==> src/rtl/nar_pkg.sv <==
// Shared definitions for the neuron sequencer: default fixed-point format,
// sequencer state encoding and a width helper.
package nar_pkg;

  localparam int N_DEF = 10;
  localparam int Q_DEF = 9;

  typedef enum logic [2:0] {
    S_IDLE    = 3'd0,
    S_CLEAR   = 3'd1,
    S_FILL    = 3'd2,
    S_MAC     = 3'd3,
    S_CAPTURE = 3'd4,
    S_DONE    = 3'd5
  } seq_state_t;

  // Address width for a memory of v entries, never narrower than one bit.
  function automatic int clog2_min1(input int v);
    return (v <= 2) ? 1 : $clog2(v);
  endfunction

endpackage

==> src/rtl/mac_addr_gen.sv <==
// Address counters for the time-multiplexed neuron: fan-in index j, running
// weight address and neuron index k, plus the last-element flags.
module mac_addr_gen
  import nar_pkg::*;
#(
  parameter int NUM_IN      = 4,
  parameter int NUM_NEURONS = 3,
  parameter int WAW         = clog2_min1(NUM_IN * NUM_NEURONS),
  parameter int XAW         = clog2_min1(NUM_IN),
  parameter int BAW         = clog2_min1(NUM_NEURONS)
) (
  input  logic           clk,
  input  logic           rst_n,
  input  logic           clr_i,
  input  logic           fill_i,
  input  logic           mac_i,
  input  logic           capture_i,
  output logic [WAW-1:0] w_addr_o,
  output logic [XAW-1:0] x_addr_o,
  output logic [BAW-1:0] b_addr_o,
  output logic           last_j_o,
  output logic           last_k_o
);

  localparam logic [XAW-1:0] J_LAST = XAW'(NUM_IN - 1);
  localparam logic [BAW-1:0] K_LAST = BAW'(NUM_NEURONS - 1);

  logic [XAW-1:0] i_q, i_d;
  logic [XAW-1:0] j_q, j_d;
  logic [WAW-1:0] w_q, w_d;
  logic [BAW-1:0] k_q, k_d;

  assign last_j_o = (i_q == J_LAST);
  assign last_k_o = (k_q == K_LAST);
  assign w_addr_o = w_q;
  assign x_addr_o = j_q;
  assign b_addr_o = k_q;

  // The issued address runs one element ahead of the MAC index i and
  // saturates at the last element, so the final MAC cycle holds it.
  always_comb begin
    i_d = i_q;
    j_d = j_q;
    w_d = w_q;
    k_d = k_q;
    if (clr_i) begin
      i_d = '0;
      j_d = '0;
      w_d = '0;
      k_d = '0;
    end else begin
      if ((fill_i || mac_i) && (j_q != J_LAST)) begin
        j_d = j_q + 1'b1;
        w_d = w_q + 1'b1;
      end
      if (mac_i) begin
        i_d = last_j_o ? '0 : i_q + 1'b1;
      end
      // Step past the held last weight onto the next neuron's row.
      if (capture_i) begin
        j_d = '0;
        w_d = w_q + 1'b1;
        if (!last_k_o) begin
          k_d = k_q + 1'b1;
        end
      end
    end
  end

  always_ff @(posedge clk) begin
    if (!rst_n) begin
      i_q <= '0;
      j_q <= '0;
      w_q <= '0;
      k_q <= '0;
    end else begin
      i_q <= i_d;
      j_q <= j_d;
      w_q <= w_d;
      k_q <= k_d;
    end
  end

endmodule

==> src/rtl/neuron_seq.sv <==
// Sequencer that evaluates a fully connected layer on a single neuron MAC
// unit, driving memory addresses and neuron strobes and registering results.
module neuron_seq
  import nar_pkg::*;
#(
  parameter int N           = N_DEF,
  parameter int Q           = Q_DEF,
  parameter int NUM_IN      = 4,
  parameter int NUM_NEURONS = 3,
  parameter int WAW         = clog2_min1(NUM_IN * NUM_NEURONS),
  parameter int XAW         = clog2_min1(NUM_IN),
  parameter int BAW         = clog2_min1(NUM_NEURONS)
) (
  input  logic           clk,
  input  logic           rst_n,
  input  logic           start,
  output logic           busy,
  output logic           done,
  output logic [WAW-1:0] w_addr,
  output logic [XAW-1:0] x_addr,
  output logic [BAW-1:0] b_addr,
  output logic           neuron_rst,
  output logic           neuron_inpt_ready,
  input  logic [N-1:0]   neuron_out,
  output logic           y_valid,
  output logic [BAW-1:0] y_idx,
  output logic [N-1:0]   y_data
);

  if (NUM_IN < 1 || NUM_NEURONS < 1 || Q >= N) begin : g_bad_param
    $error("neuron_seq: invalid parameter set");
  end

  seq_state_t state_q, state_d;

  logic clr_cnt, fill_en, mac_en, capture_en;
  logic last_j, last_k;

  logic           y_valid_q;
  logic [BAW-1:0] y_idx_q;
  logic [N-1:0]   y_data_q;

  mac_addr_gen #(
    .NUM_IN      (NUM_IN),
    .NUM_NEURONS (NUM_NEURONS),
    .WAW         (WAW),
    .XAW         (XAW),
    .BAW         (BAW)
  ) u_addr (
    .clk       (clk),
    .rst_n     (rst_n),
    .clr_i     (clr_cnt),
    .fill_i    (fill_en),
    .mac_i     (mac_en),
    .capture_i (capture_en),
    .w_addr_o  (w_addr),
    .x_addr_o  (x_addr),
    .b_addr_o  (b_addr),
    .last_j_o  (last_j),
    .last_k_o  (last_k)
  );

  always_ff @(posedge clk) begin
    if (!rst_n) begin
      state_q <= S_IDLE;
    end else begin
      state_q <= state_d;
    end
  end

  always_comb begin
    state_d = state_q;
    unique case (state_q)
      S_IDLE:    if (start) state_d = S_CLEAR;
      S_CLEAR:   state_d = S_FILL;
      S_FILL:    state_d = S_MAC;
      S_MAC:     if (last_j) state_d = S_CAPTURE;
      S_CAPTURE: state_d = last_k ? S_DONE : S_CLEAR;
      S_DONE:    state_d = S_IDLE;
      default:   state_d = S_IDLE;
    endcase
  end

  // The neuron is held in reset while idle so it never picks up a stray bias;
  // its bias is added on the FILL edge, when inpt_ready is low.
  always_comb begin
    busy              = (state_q != S_IDLE);
    done              = (state_q == S_DONE);
    neuron_rst        = (state_q == S_IDLE) || (state_q == S_CLEAR);
    neuron_inpt_ready = (state_q == S_MAC);
    fill_en           = (state_q == S_FILL);
    mac_en            = (state_q == S_MAC);
    capture_en        = (state_q == S_CAPTURE);
    clr_cnt           = ((state_q == S_IDLE) && start) || (state_q == S_DONE);
  end

  always_ff @(posedge clk) begin
    if (!rst_n) begin
      y_valid_q <= 1'b0;
      y_idx_q   <= '0;
      y_data_q  <= '0;
    end else begin
      y_valid_q <= capture_en;
      if (capture_en) begin
        y_idx_q  <= b_addr;
        y_data_q <= neuron_out;
      end
    end
  end

  assign y_valid = y_valid_q;
  assign y_idx   = y_idx_q;
  assign y_data  = y_data_q;

endmodule

==> config.mk <==
export PLATFORM = sky130hd
export DESIGN_NAME = neuron_seq
export DESIGN_NICKNAME = d
export VERILOG_FILES = /design/src/rtl/nar_pkg.sv /design/src/rtl/mac_addr_gen.sv /design/src/rtl/neuron_seq.sv
export SDC_FILE = /design/constraint.sdc
export NUM_CORES = 1
export LEC_CHECK = 0
export CAP_MARGIN = 20
export CELL_PAD_IN_SITES_DETAIL_PLACEMENT = 1
export CELL_PAD_IN_SITES_GLOBAL_PLACEMENT = 1
export CORE_ASPECT_RATIO = 1.25
export CORE_MARGIN = 2
export CORE_UTILIZATION = 36
export CTS_CLUSTER_DIAMETER = 150
export DETAILED_ROUTE_END_ITERATION = 12
export GPL_ROUTABILITY_DRIVEN = 1
export PLACE_DENSITY_LB_ADDON = 0.3
export SLEW_MARGIN = 30
export SYNTH_ARGS = -nofsm -noshare
export SYNTH_HDL_FRONTEND = slang
export SYNTH_SLANG_ARGS = --single-unit
==> constraint.sdc <==
create_clock -name clk -period 4 [get_ports clk]
set_input_delay 0.8 -clock clk [delete_from_list [all_inputs] [get_ports clk]]
set_output_delay 0.8 -clock clk [all_outputs]
set_load 0.01 [all_outputs]
# Word level (Yosys, flattened, before mapping)
# Index checks and enable logic that the tools add are counted.
# word_totals
register_bits	26
inputBits	13
output_inout_bits	25
wordCells	43
# op_classes
addsub	4
n_eq_ne	10
mux	7
n_bitwise	2
n_reduce_logical	12
# ops
op	count
$pmux W3 S5	1
$mux W3	3
$mux W4	2
$add A2 B1 Y2 const B	3
$eq A3 B2 Y1 const B	2
$eq A3 B3 Y1 const B	2
$ne A2 B2 Y1 const B	3
$add A4 B1 Y4 const B	1
$eq A2 B2 Y1 const B	2
$reduce_and A2 Y1	2
$eq A3 B1 Y1 const B	1
$logic_not A3 Y1	1
$logic_or A1 B1 Y1	3
$reduce_bool A3 Y1	1
$reduce_or A3 Y1	1
$logic_and A1 B1 Y1	2
$mux W2	1
$not A1 Y1	2
$reduce_bool A2 Y1	1
$reduce_or A2 Y1	1

# Logic depth before layout (Yosys ltp)
# Gate-level depths: netlist of run 1.
# depth
word_depth	5
depth_mapped	6
mapped_depth_nobuf	5

# Hierarchy
# Synthesis of run 1 repeated with hierarchy kept, for this count alone.
# hier_totals
hier_cells	132
hier_area_um2	1161.1
# by_module_without_submodules
module	n_inst	cells_each	area_per_inst_um2	seq_area_each_um2
neuron_seq	1	83	681.9	320.3
mac_addr_gen	1	49	479.2	200.2

# Worst setup path after synthesis of run 1
# OpenSTA, ideal clock, no wires.
# synth_path
kind	register -> output
startpoint	reg state_q[1]
endpoint	out busy
t_arrival_ps	1058
required_time_ps	3200
path_slack_ps	2142
path_stages_with_launch	4
path_buffers	2
cell_sequence	dfxtp_1 -> buf_4 -> buf_2 -> or3_2
# synth_between
elab_chain_len	1
# synth_lines
item	line_no	text
start, declared	neuron_seq.sv:34	seq_state_t state_q, state_d;
start signal, assigned	neuron_seq.sv:67	state_q <= state_d;
$reduce_bool A3 Y1	neuron_seq.sv:87	busy = (state_q != S_IDLE);
end, declared	neuron_seq.sv:17	output logic busy,
# Every way passes these cells.

# Final worst setup path of run 1
# Ends and elaborated chain as after synthesis.

==> flow_summary.rst, run 1 <==
.. list-table::
   :header-rows: 1

   * - Metric
     - Value
   * - Post-synthesis instance total
     - 131
   * - Post-synthesis to final-layout area growth
     - 36.0%
   * - Vias in the first global route
     - 1,006
   * - Core Util, Final
     - 51.2%
   * - Initial Util
     - 37.7%
   * - Worst setup EP type
     - output pin
   * - Clock period minus final worst setup slack
     - 2.66 ns
   * - Run status
     - finished, final reports clean
   * - Worst endpoint required time
     - 3.20 ns
   * - Primary FF master, synth
     - sky130_fd_sc_hd__dfxtp_1
   * - Total inserted antenna cells
     - 0
   * - Final TNS setup
     - 0 ns
   * - Share of synthesized area spent on multiplexers
     - 1.66%
   * - Post-Place Worst Slack
     - 1.62 ns
   * - Post-layout instance area
     - 0.00164 mm2
   * - Initial DRT Pass Iterations
     - 2
   * - Antenna violations before repair
     - 0
   * - CP max stage cell
     - sky130_fd_sc_hd__dfxtp_1
   * - Pin count of the biggest net entering global routing
     - 24
   * - Maximum level of the CTS H-tree
     - 1
   * - Proportion of layout cells with a drive suffix above 1
     - 7.98%
   * - Number of hold violations in the final report
     - 0
   * - Total wire length after detailed routing
     - 2790 um
   * - Power per cell area
     - 332 mW/mm2
   * - Core Region
     - 0.00319 mm2
   * - Max Root-Sink Buffers
     - 2
   * - Y dimension of the die
     - 68.7 um
   * - # port buffers
     - 37
   * - Via count
     - 1,055
   * - Commonest cells after routing, fill and taps aside
     - sky130_fd_sc_hd__clkdlybuf4s50_1, sky130_fd_sc_hd__nand2_1, sky130_fd_sc_hd__dfxtp_1
   * - Clock insertion delay at the later pin of the skew report
     - 0.27 ns
   * - Number of top-level pins
     - 38
   * - Static power due to leakage
     - 0.000600 uW
   * - Number of enable-type register cells in the synthesized netlist
     - 0
   * - Die X
     - 55.7 um
   * - Post-synthesis xor/xnor area fraction
     - 1.46%
   * - Max-capacitance violation count
     - 0
   * - Worst-case reg-to-reg path depth
     - 3
   * - Achievable clock frequency
     - 0.376 GHz
   * - Netlist area before placement
     - 0.00120 mm2
   * - Total Routing Usage GR
     - 15.3%
   * - Crit path arrival time
     - 1.86 ns
   * - Main combinational cell family by area after synthesis
     - simple AND/OR/NAND/NOR gates
   * - Clock tree from TritonCTS
     - yes
   * - Worst Hold Margin
     - 0.462 ns
   * - Max-slew headroom at the worst pin
     - 49.3%
   * - Average via count per standard cell
     - 5.28
   * - Adder-cell share of the synthesized area
     - 4.16%
   * - Setup skew after layout
     - 0.00571 ns
   * - Slew at the pin with the worst max-slew slack
     - 0.760 ns
   * - Total count of max-transition violations in the final report
     - 0
   * - Starting DRC count in detailed routing
     - 14
   * - Mapped Nets
     - 148
   * - Number of failing setup endpoints in the final timing report
     - 0
   * - Slowest Stage Delay on Critical Path
     - 0.82 ns
   * - Kind of critical path
     - flop to output pin
   * - Clock input transition at the sequential cells of the worst setup and hold paths
     - 0.09 ns
   * - Basic-gate share of the synthesized area counting and, or, nand and nor cells
     - 28.3%
   * - Worst ir drop on vdd
     - 209 uV
   * - Most frequent standard cell in the layout excluding fill and tap cells
     - sky130_fd_sc_hd__clkdlybuf4s50_1
   * - Filler cells
     - 374
   * - # resized after CTS
     - 0
   * - Cells along the critical path
     - or3_2 > clkdlybuf4s50_1
   * - Ranking of synthesized cells by area
     - sky130_fd_sc_hd__dfxtp_1, sky130_fd_sc_hd__nand2_1, sky130_fd_sc_hd__a21oi_1, sky130_fd_sc_hd__ha_1, sky130_fd_sc_hd__nor3b_4
   * - Synth async-reset ratio
     - 0%
   * - Total clock buffers created by CTS
     - 3
   * - Area enclosed by the die boundary
     - 0.00383 mm2
   * - Cell depth of the worst hold path
     - 2
   * - Mean area per synthesized cell
     - 9.19 um2
   * - Post-route setup slack
     - 1.34 ns
   * - Compound-Gate Fraction of Synth Area
     - 15.1%
   * - Synth Register Bits
     - 26
   * - Hpwl dp
     - 2100 um
   * - Top cell type by total area after synthesis
     - sky130_fd_sc_hd__dfxtp_1
   * - DRT antenna net count
     - 0
   * - Overflow left after global routing
     - 0
   * - Number of hold buffers added after CTS
     - 0
   * - Number of warnings reported in the yosys synthesis log
     - 0
   * - Final worst path period share
     - 66.5%
   * - Number of nets in the final layout
     - 181
   * - Global-route wire length before repair
     - 4560 um
   * - Buffers inserted during post-CTS setup optimization
     - 0
   * - Placed Area
     - 0.00157 mm2
   * - Classification of the worst-slack hold path
     - flop to flop
   * - Synth cell types
     - 36
   * - Fraction of synthesized cell area taken by the top area cell type
     - 43.2%
   * - Element type at the critical path start
     - flop
   * - Site row count
     - 23
   * - Critical path fanouts, max
     - 17
   * - Total DRC errors in the routed layout
     - 0
   * - Fraction of the yosys area taken by sequential cells
     - 43.2%
   * - GPL Wtd Cong
     - 0.696
   * - Number of sinks driven by the clock tree
     - 26
   * - DR WL/cell
     - 14.0 um
   * - Unrepaired setup endpoints after global routing
     - false
   * - Clk root buf
     - sky130_fd_sc_hd__clkbuf_8
[cell usage after synthesis (all sizes together) (3+ instances only)]
library cell and n:
buf 6, nand2 26, clkbuf 3, inv 5
a21oi 15, dfxtp 26, nor3 7, ha 4
o21ai 4, nor2 5, a211oi 3
[flip-flops by register name, indices dropped and copies added, names as in the netlist]
name             count
u_addr.x_addr_o      2
y_idx                2
y_data              10
y_valid              1
u_addr.w_addr_o      4
u_addr.i_q           2
state_q              3
u_addr.b_addr_o      2
[critical path, delay by kind of cell, from the launching register on]
family                 cells  cell delay (ns)
flip-flops                 1             0.82
buffers and inverters      1             0.53
AND/OR/NAND/NOR            1             0.24
[power breakdown]
| part | internal [uW] | total, uW | switching, uW |
|---|---|---|---|
| combinational | 29.9 | 50.7 | 20.8 |
| sequential | 263 | 274 | 11.3 |
| clock | 134 | 219 | 84.8 |
[per-layer routing]
layer	up-vias	track usage, %	part of all wire, %
met5	-	0	0
met4	0	5.49	1.0
met3	4	3.54	5.1
met2	27	28.4	52
met1	504	17.3	42
li1	520	-	-
[final cells by class]
class	instances	area [um2]	share of cell area (%)
clock buffer	3	41.3	2.52
clock inverter	1	30.0	1.83
inverter	5	18.8	1.15
multi-input combinational	91	609	37.2
sequential	26	520	31.8
tap	37	46.3	2.83
timing repair buffer	37	370	22.6
[path summary, 6_finish.rpt]
| kind | slack, ns | from | to |
|---|---|---|---|
| worst min register to register | 0.46 | y_data[8] | y_data[8] |
| worst max register to register | 2.06 | state_q[2] | u_addr.w_addr_o[1] |
| worst max-delay path | 1.34 | state_q[1] | busy |
| worst min-delay path | 0.46 | y_data[8] | y_data[8] |
[cells by family (layout without fill, tap and decap cells)]
logic type,after synthesis,count (layout)
simple gates,56,56
compound gates,27,27
flops,26,26
buf+inv,14,46
fa+ha+maj,4,4
xor+xnor,2,2
mux,2,2
[stage by stage]
| step | cells | power, uW |
|---|---|---|
| 2_1_floorplan | 131 | 307 |
| 3_5_place_dp | 196 | 332 |
| 4_1_cts | 200 | 553 |
| 6_report | 200 | 543 |
| 3_3_place_gp | 196 | 329 |
| 5_1_grt | 200 | 568 |
Note: power is estimated with default switching activity, not from simulation.
==> run 2: changes to the inputs <==
- CORE_UTILIZATION: 36 -> 33
- clock period: 4 -> 2.8 ns (I/O delays scaled with it)
==> flow_summary.rst, run 2 (synthesized netlist as in run 1, its figures left out) <==
.. list-table::
   :header-rows: 1

   * - Metric
     - Value
   * - Run status
     - finished, final reports clean (unchanged)
   * - Overflow left after global routing
     - 0 (unchanged)
   * - CP max stage cell
     - sky130_fd_sc_hd__dfxtp_1 (unchanged)
   * - Post-synthesis to final-layout area growth
     - 36.1% (was 36.0%)
   * - Hpwl dp
     - 2210 um (was 2100 um)
   * - Crit path arrival time
     - 1.83 ns (was 1.86 ns)
   * - Clock tree from TritonCTS
     - yes (unchanged)
   * - Number of failing setup endpoints in the final timing report
     - 0 (unchanged)
   * - Buf+Inv Stages, Crit Path
     - 1 (unchanged)
   * - Critical path fanouts, max
     - 15 (was 17)
   * - Area enclosed by the die boundary
     - 0.00415 mm2 (was 0.00383 mm2)
   * - Commonest cells after routing, fill and taps aside
     - sky130_fd_sc_hd__clkdlybuf4s50_1, sky130_fd_sc_hd__nand2_1, sky130_fd_sc_hd__dfxtp_1 (unchanged)
   * - Worst endpoint required time
     - 2.24 ns (was 3.20 ns)
   * - # port buffers
     - 37 (unchanged)
   * - Element type at the critical path start
     - flop (unchanged)
   * - Worst ir drop on vdd
     - 323 uV (was 209 uV)
   * - Buffers inserted during post-CTS setup optimization
     - 0 (unchanged)
   * - Clock insertion delay at the later pin of the skew report
     - 0.27 ns (about the same)
   * - Startpoint of the lowest-slack register-to-register path
     - state_q[2] (unchanged)
   * - Slowest Stage Delay on Critical Path
     - 0.64 ns (was 0.82 ns)
   * - Flip-flop count of the largest register after layout
     - 10 (unchanged)
   * - Total DRC errors in the routed layout
     - 0 (unchanged)
   * - Static power due to leakage
     - 0.000603 uW (was 0.000600 uW)
   * - Max-capacitance violation count
     - 0 (unchanged)
   * - Initial DRT Pass Iterations
     - 4 (was 2)
   * - Final TNS setup
     - 0 ns (unchanged)
   * - Achievable clock frequency
     - 0.418 GHz
   * - Global-route wire length before repair
     - 4950 um (was 4560 um)
   * - Startpoint of the tightest hold check path
     - y_data[0] (was y_data[8])
   * - Number of hold violations in the final report
     - 0 (unchanged)
   * - Clk root buf
     - sky130_fd_sc_hd__clkbuf_8 (unchanged)
   * - Worst setup EP type
     - output pin (unchanged)
   * - Via count
     - 1,049 (was 1,055)
   * - Reg-to-reg endpoint
     - u_addr.w_addr_o[1] (unchanged)
   * - Slew at the pin with the worst max-slew slack
     - 0.756 ns (was 0.760 ns)
   * - Number of hold buffers added after CTS
     - 0 (unchanged)
   * - Max-slew headroom at the worst pin
     - 49.5% (was 49.3%)
   * - Starting DRC count in detailed routing
     - 16 (was 14)
   * - Kind of critical path
     - flop to output pin (unchanged)
   * - Total Routing Usage GR
     - 15.4% (was 15.3%)
   * - Vias in the first global route
     - 1,062 (was 1,006)
   * - DR WL/cell
     - 14.6 um (was 14.0 um)
   * - GPL Wtd Cong
     - 0.730 (was 0.696)
   * - Clock period minus final worst setup slack
     - 2.39 ns
   * - Cell depth of the worst hold path
     - 2 (unchanged)
   * - # resized after CTS
     - 0 (unchanged)
   * - Antenna violations before repair
     - 0 (unchanged)
   * - Unrepaired setup endpoints after global routing
     - false (unchanged)
   * - Y dimension of the die
     - 71.5 um (was 68.7 um)
   * - Number of nets in the final layout
     - 183 (was 181)
   * - Most frequent standard cell in the layout excluding fill and tap cells
     - sky130_fd_sc_hd__clkdlybuf4s50_1 (unchanged)
   * - Core Region
     - 0.00348 mm2 (was 0.00319 mm2)
   * - Power per cell area
     - 432 mW/mm2 (was 332 mW/mm2)
   * - Setup skew after layout
     - 0.00170 ns (was 0.00571 ns)
   * - Max Root-Sink Buffers
     - 2 (unchanged)
   * - DRT antenna net count
     - 0 (unchanged)
   * - Final worst path period share
     - 85.4%
   * - Cells along the critical path
     - nand2_1 > nor2_1 > clkdlybuf4s50_1 (was or3_2 > clkdlybuf4s50_1)
   * - Total count of max-transition violations in the final report
     - 0 (unchanged)
   * - Sequential cell area in the final layout
     - 520 um2 (unchanged)
   * - Die X
     - 58.0 um (was 55.7 um)
   * - Average via count per standard cell
     - 5.14 (was 5.28)
   * - Filler cells
     - 415 (was 374)
   * - Clock input transition at the sequential cells of the worst setup and hold paths
     - 0.09 ns (about the same)
   * - Maximum level of the CTS H-tree
     - 1 (unchanged)
   * - Pin count of the biggest net entering global routing
     - 24 (unchanged)
   * - Total inserted antenna cells
     - 0 (unchanged)
   * - Post-layout instance area
     - 0.00164 mm2 (about the same)
   * - Destination of the worst hold path
     - y_data[0] (was y_data[8])
   * - Area taken by multi-input logic gates
     - 609 um2 (unchanged)
   * - Site row count
     - 24 (was 23)
   * - Number of top-level pins
     - 38 (unchanged)
   * - Classification of the worst-slack hold path
     - flop to flop (unchanged)
   * - Reg-to-reg setup timing slack
     - 1.12 ns (was 2.06 ns)
   * - Placed Area
     - 0.00158 mm2 (was 0.00157 mm2)
   * - Family of cells with the greatest summed delay on the critical path
     - flip-flops (unchanged)
   * - Total wire length after detailed routing
     - 2980 um (was 2790 um)
   * - Number of sinks driven by the clock tree
     - 26 (unchanged)
   * - Total clock buffers created by CTS
     - 3 (unchanged)
   * - Worst-case reg-to-reg path depth
     - 3 (unchanged)
   * - Proportion of layout cells with a drive suffix above 1
     - 9.09% (was 7.98%)
   * - Initial Util
     - 34.6% (was 37.7%)
==> run 2: worst max path at each step <==
stage | startpoint | to | slack, ns | cells past startpoint
after CTS | state_q[2] | done | 0.39 | 3
after global placement | start | u_addr.w_addr_o[0] | 0.73 | 4
after global routing | state_q[2] | done | 0.31 | 3
after detailed placement | start | u_addr.w_addr_o[0] | 0.70 | 4
after floorplan | state_q[1] | busy | 1.18 | 3
final | state_q[2] | done | 0.41 | 3
==> run 2: cell type report <==
cell class                 count  area share (%)
sequential                    26            31.8
multi-input combinational     91            37.2
inverter                       5            1.15
tap                           39            2.98
clock buffer                   4            3.36
timing repair buffer          39            23.5
==> run 2: report_power, final <==
| part | switching (uW) | leakage [uW] | total, uW | internal (uW) |
|---|---|---|---|---|
| registers | 12.3 | 0.000210 | 387 | 375 |
| clock network | 115 | 0.0000288 | 241 | 126 |
| logic | 35.0 | 0.000365 | 79.2 | 44.2 |
| total | 162 | 0.000603 | 707 | 545 |
==> run 2: worst reg2reg max path, cell delays in order, from the launching register on <==
cell,delay [ns]
sky130_fd_sc_hd__dfxtp_1,0.64
sky130_fd_sc_hd__or3b_1,0.63
sky130_fd_sc_hd__nand3b_1,0.18
sky130_fd_sc_hd__a211oi_1,0.07
==> run 2: metal layers <==
| layer | vias up | global-route usage, % | wire, um |
|---|---|---|---|
| met5 | - | 0 | 0 |
| met4 | 0 | 6.20 | 46 |
| met3 | 4 | 2.71 | 162 |
| met2 | 34 | 25.8 | 1440 |
| met1 | 488 | 19.3 | 1340 |
| li1 | 523 | - | - |
==> run 2: per-stage QoR <==
stage | utilization, % | power, uW | setup slack, ns | instances | hold slack (ns)
floorplan | - | 438 | 1.18 | 131 | 0.457
global placement | 45.4 | 472 | 0.735 | 200 | 0.441
detailed placement | 45.4 | 476 | 0.696 | 200 | 0.452
CTS | 47.0 | 722 | 0.395 | 204 | 0.465
global route | 47.0 | 741 | 0.306 | 204 | 0.488
finish | 47.0 | 707 | 0.409 | 204 | 0.460
==> run 3: changes to the inputs <==
- GPL_ROUTABILITY_DRIVEN: 1 -> default
==> results of run 3 <==
The final DEF is identical to that of run 2; final timing and power are the same.
==> RTL edit (settings of run 3) <==
`NUM_IN` is set to 4 in 2 places; all go to 5.
--- a/src/rtl/mac_addr_gen.sv
+++ b/src/rtl/mac_addr_gen.sv
@@ -3,7 +3,7 @@
 module mac_addr_gen
   import nar_pkg::*;
 #(
-  parameter int NUM_IN      = 4,
+  parameter int NUM_IN      = 5,
   parameter int NUM_NEURONS = 3,
   parameter int WAW         = clog2_min1(NUM_IN * NUM_NEURONS),
   parameter int XAW         = clog2_min1(NUM_IN),
--- a/src/rtl/neuron_seq.sv
+++ b/src/rtl/neuron_seq.sv
@@ -5,7 +5,7 @@
 #(
   parameter int N           = N_DEF,
   parameter int Q           = Q_DEF,
-  parameter int NUM_IN      = 4,
+  parameter int NUM_IN      = 5,
   parameter int NUM_NEURONS = 3,
   parameter int WAW         = clog2_min1(NUM_IN * NUM_NEURONS),
   parameter int XAW         = clog2_min1(NUM_IN),
Interface: changed (resized x_addr); port bits go from 38 to 39. No check against the original RTL was run, so the function may have changed too.
==> RTL edit against run 3 <==
  * Worst setup slack lost 0.086 ns
  * Final cell count grew 9.8%
  * Design area grew 4.4%
  * Routed wire length grew 2.5%
  * Core utilization shrank 1.1 points
  * Via count grew 7.5%
  * Hold slack gained 0.014 ns
  * Sequential power grew 7.8%
  * Die area grew 4.1%
  * Power grew 5.4%
  * Global-route usage shrank 0.15 points
  * Sequential cell count grew 2
  * Synthesized area grew 4.4%
  * Critical endpoint is now neuron_inpt_ready
  * Largest power group unchanged
==> RTL edit: results (changes against run 3) <==
Global routing
The first-pass GRT wire length came to 5090 um (+2.8%). The global routing met3 resource utilization is 3.19% (+0.48 points). The largest net degree at the start of global routing is 19 (-21%). The number of global-route vias before repair is 1,155 (+8.8%). The met1 capacity usage during global routing is 18.3% (-1.0 points). The met2 capacity usage during global routing is 25.8% (about the same).

Synth
The fraction of synthesized cell area in xor and xnor cells was 2.79% (+1.3 points). By area the synthesized netlist is led by sky130_fd_sc_hd__dfxtp_1, sky130_fd_sc_hd__nand2_1, sky130_fd_sc_hd__a21boi_0. The multiplexer share of the synthesized area is 0.797% (-0.87 points). The net count after synthesis is 168 (+14%). The synthesized-area fraction occupied by ao, oa, aoi and oai cells is 15.3% (+0.27 points). The share of synthesized area occupied by flip-flops and latches is 44.6% (+1.4 points). The count of distinct cell types in the synthesized netlist is 29 (-19%).

Route
The total met3 wirelength after detailed routing was 183 um (+13%). The detail-routed net length per standard cell came to 13.7 um (-6.6%). The length of routed met2 wiring is 1530 um (+6.1%). The number of vias in the routed layout was 1,128 (+7.5%). The violation count after the first detailed-routing iteration came to 12 (-4). The detailed-route wire length on metal 1 was 1300 um (-2.6%). The total wirelength of the detailed-routed design was 3060 um (+2.5%).

Power and ir drop
The leakage dissipation is 0.599 nW (-0.69%). The internal power component is 0.000570 W (+4.6%). The maximum ir drop on the vdd rail is 0.000204 V (-37%).

Timing
The worst-case headroom to the max-slew limit is 64.2% (+15 points).

Placed design
The instance area at placement came to 1650 sq um (+4.5%). The HPWL after detailed placement is 2260 um (+2.3%). The number of port buffers is 38 (+2.7%).

Run status
The run finished with clean final reports.

Final layout
The final net count is 204 (+11%). The share of post-route cells with drive strength above 1 was 5.98% (-3.1 points).

Worst setup path
The worst endpoint data arrival time came to 1.92 ns (+0.09 ns).
## RTL edit: changes by cell type after synthesis, moves of 3 or more
cell	before	now
sky130_fd_sc_hd__nor2_1	4	10
sky130_fd_sc_hd__nand4_1	0	3
sky130_fd_sc_hd__nor3_1	7	1
sky130_fd_sc_hd__a21boi_0	0	13
sky130_fd_sc_hd__a21oi_1	14	10
sky130_fd_sc_hd__inv_1	5	8
sky130_fd_sc_hd__nand2_1	26	35
## RTL edit: final timing paths
path | start | end | slack, ns | cells past startpoint
min | y_idx[0]$_SDFFE_PN0N_ | y_idx[0]$_SDFFE_PN0N_ | 0.47 | 2
max reg2reg | state_q[2]$_SDFFE_PN0P_ | u_addr.w_addr_o[1]$_SDFFE_PP0P_ | 1.18 | 4
max | state_q[2]$_SDFFE_PN0P_ | neuron_inpt_ready | 0.32 | 4
min reg2reg | y_idx[0]$_SDFFE_PN0N_ | y_idx[0]$_SDFFE_PN0N_ | 0.47 | 2
## RTL edit: area by class of cell
type,instances,area [sq um]
multi-input combinational,105,626
inverter,8,30.0
clock buffer,4,55.1
tap,40,50.0
timing repair buffer,39,388
sequential,28,562
fill,452,2010
## RTL edit: power groups by stage
stage	Combinational (W)	Sequential, W	Clock, W
after global placement	0.0000725	0.000425	0
after floorplan	0.0000421	0.000420	0
after global routing	0.0000813	0.000419	0.000284
after CTS	0.0000753	0.000417	0.000264
after detailed placement	0.0000742	0.000426	0
final	0.0000734	0.000417	0.000256
## RTL edit: critical path, cell delays in order (launching register included)
cell and delay (ns):
sky130_fd_sc_hd__dfxtp_1 0.42, sky130_fd_sc_hd__and2b_1 0.43, sky130_fd_sc_hd__nand2_1 0.16, sky130_fd_sc_hd__inv_1 0.10
sky130_fd_sc_hd__clkdlybuf4s50_1 0.53
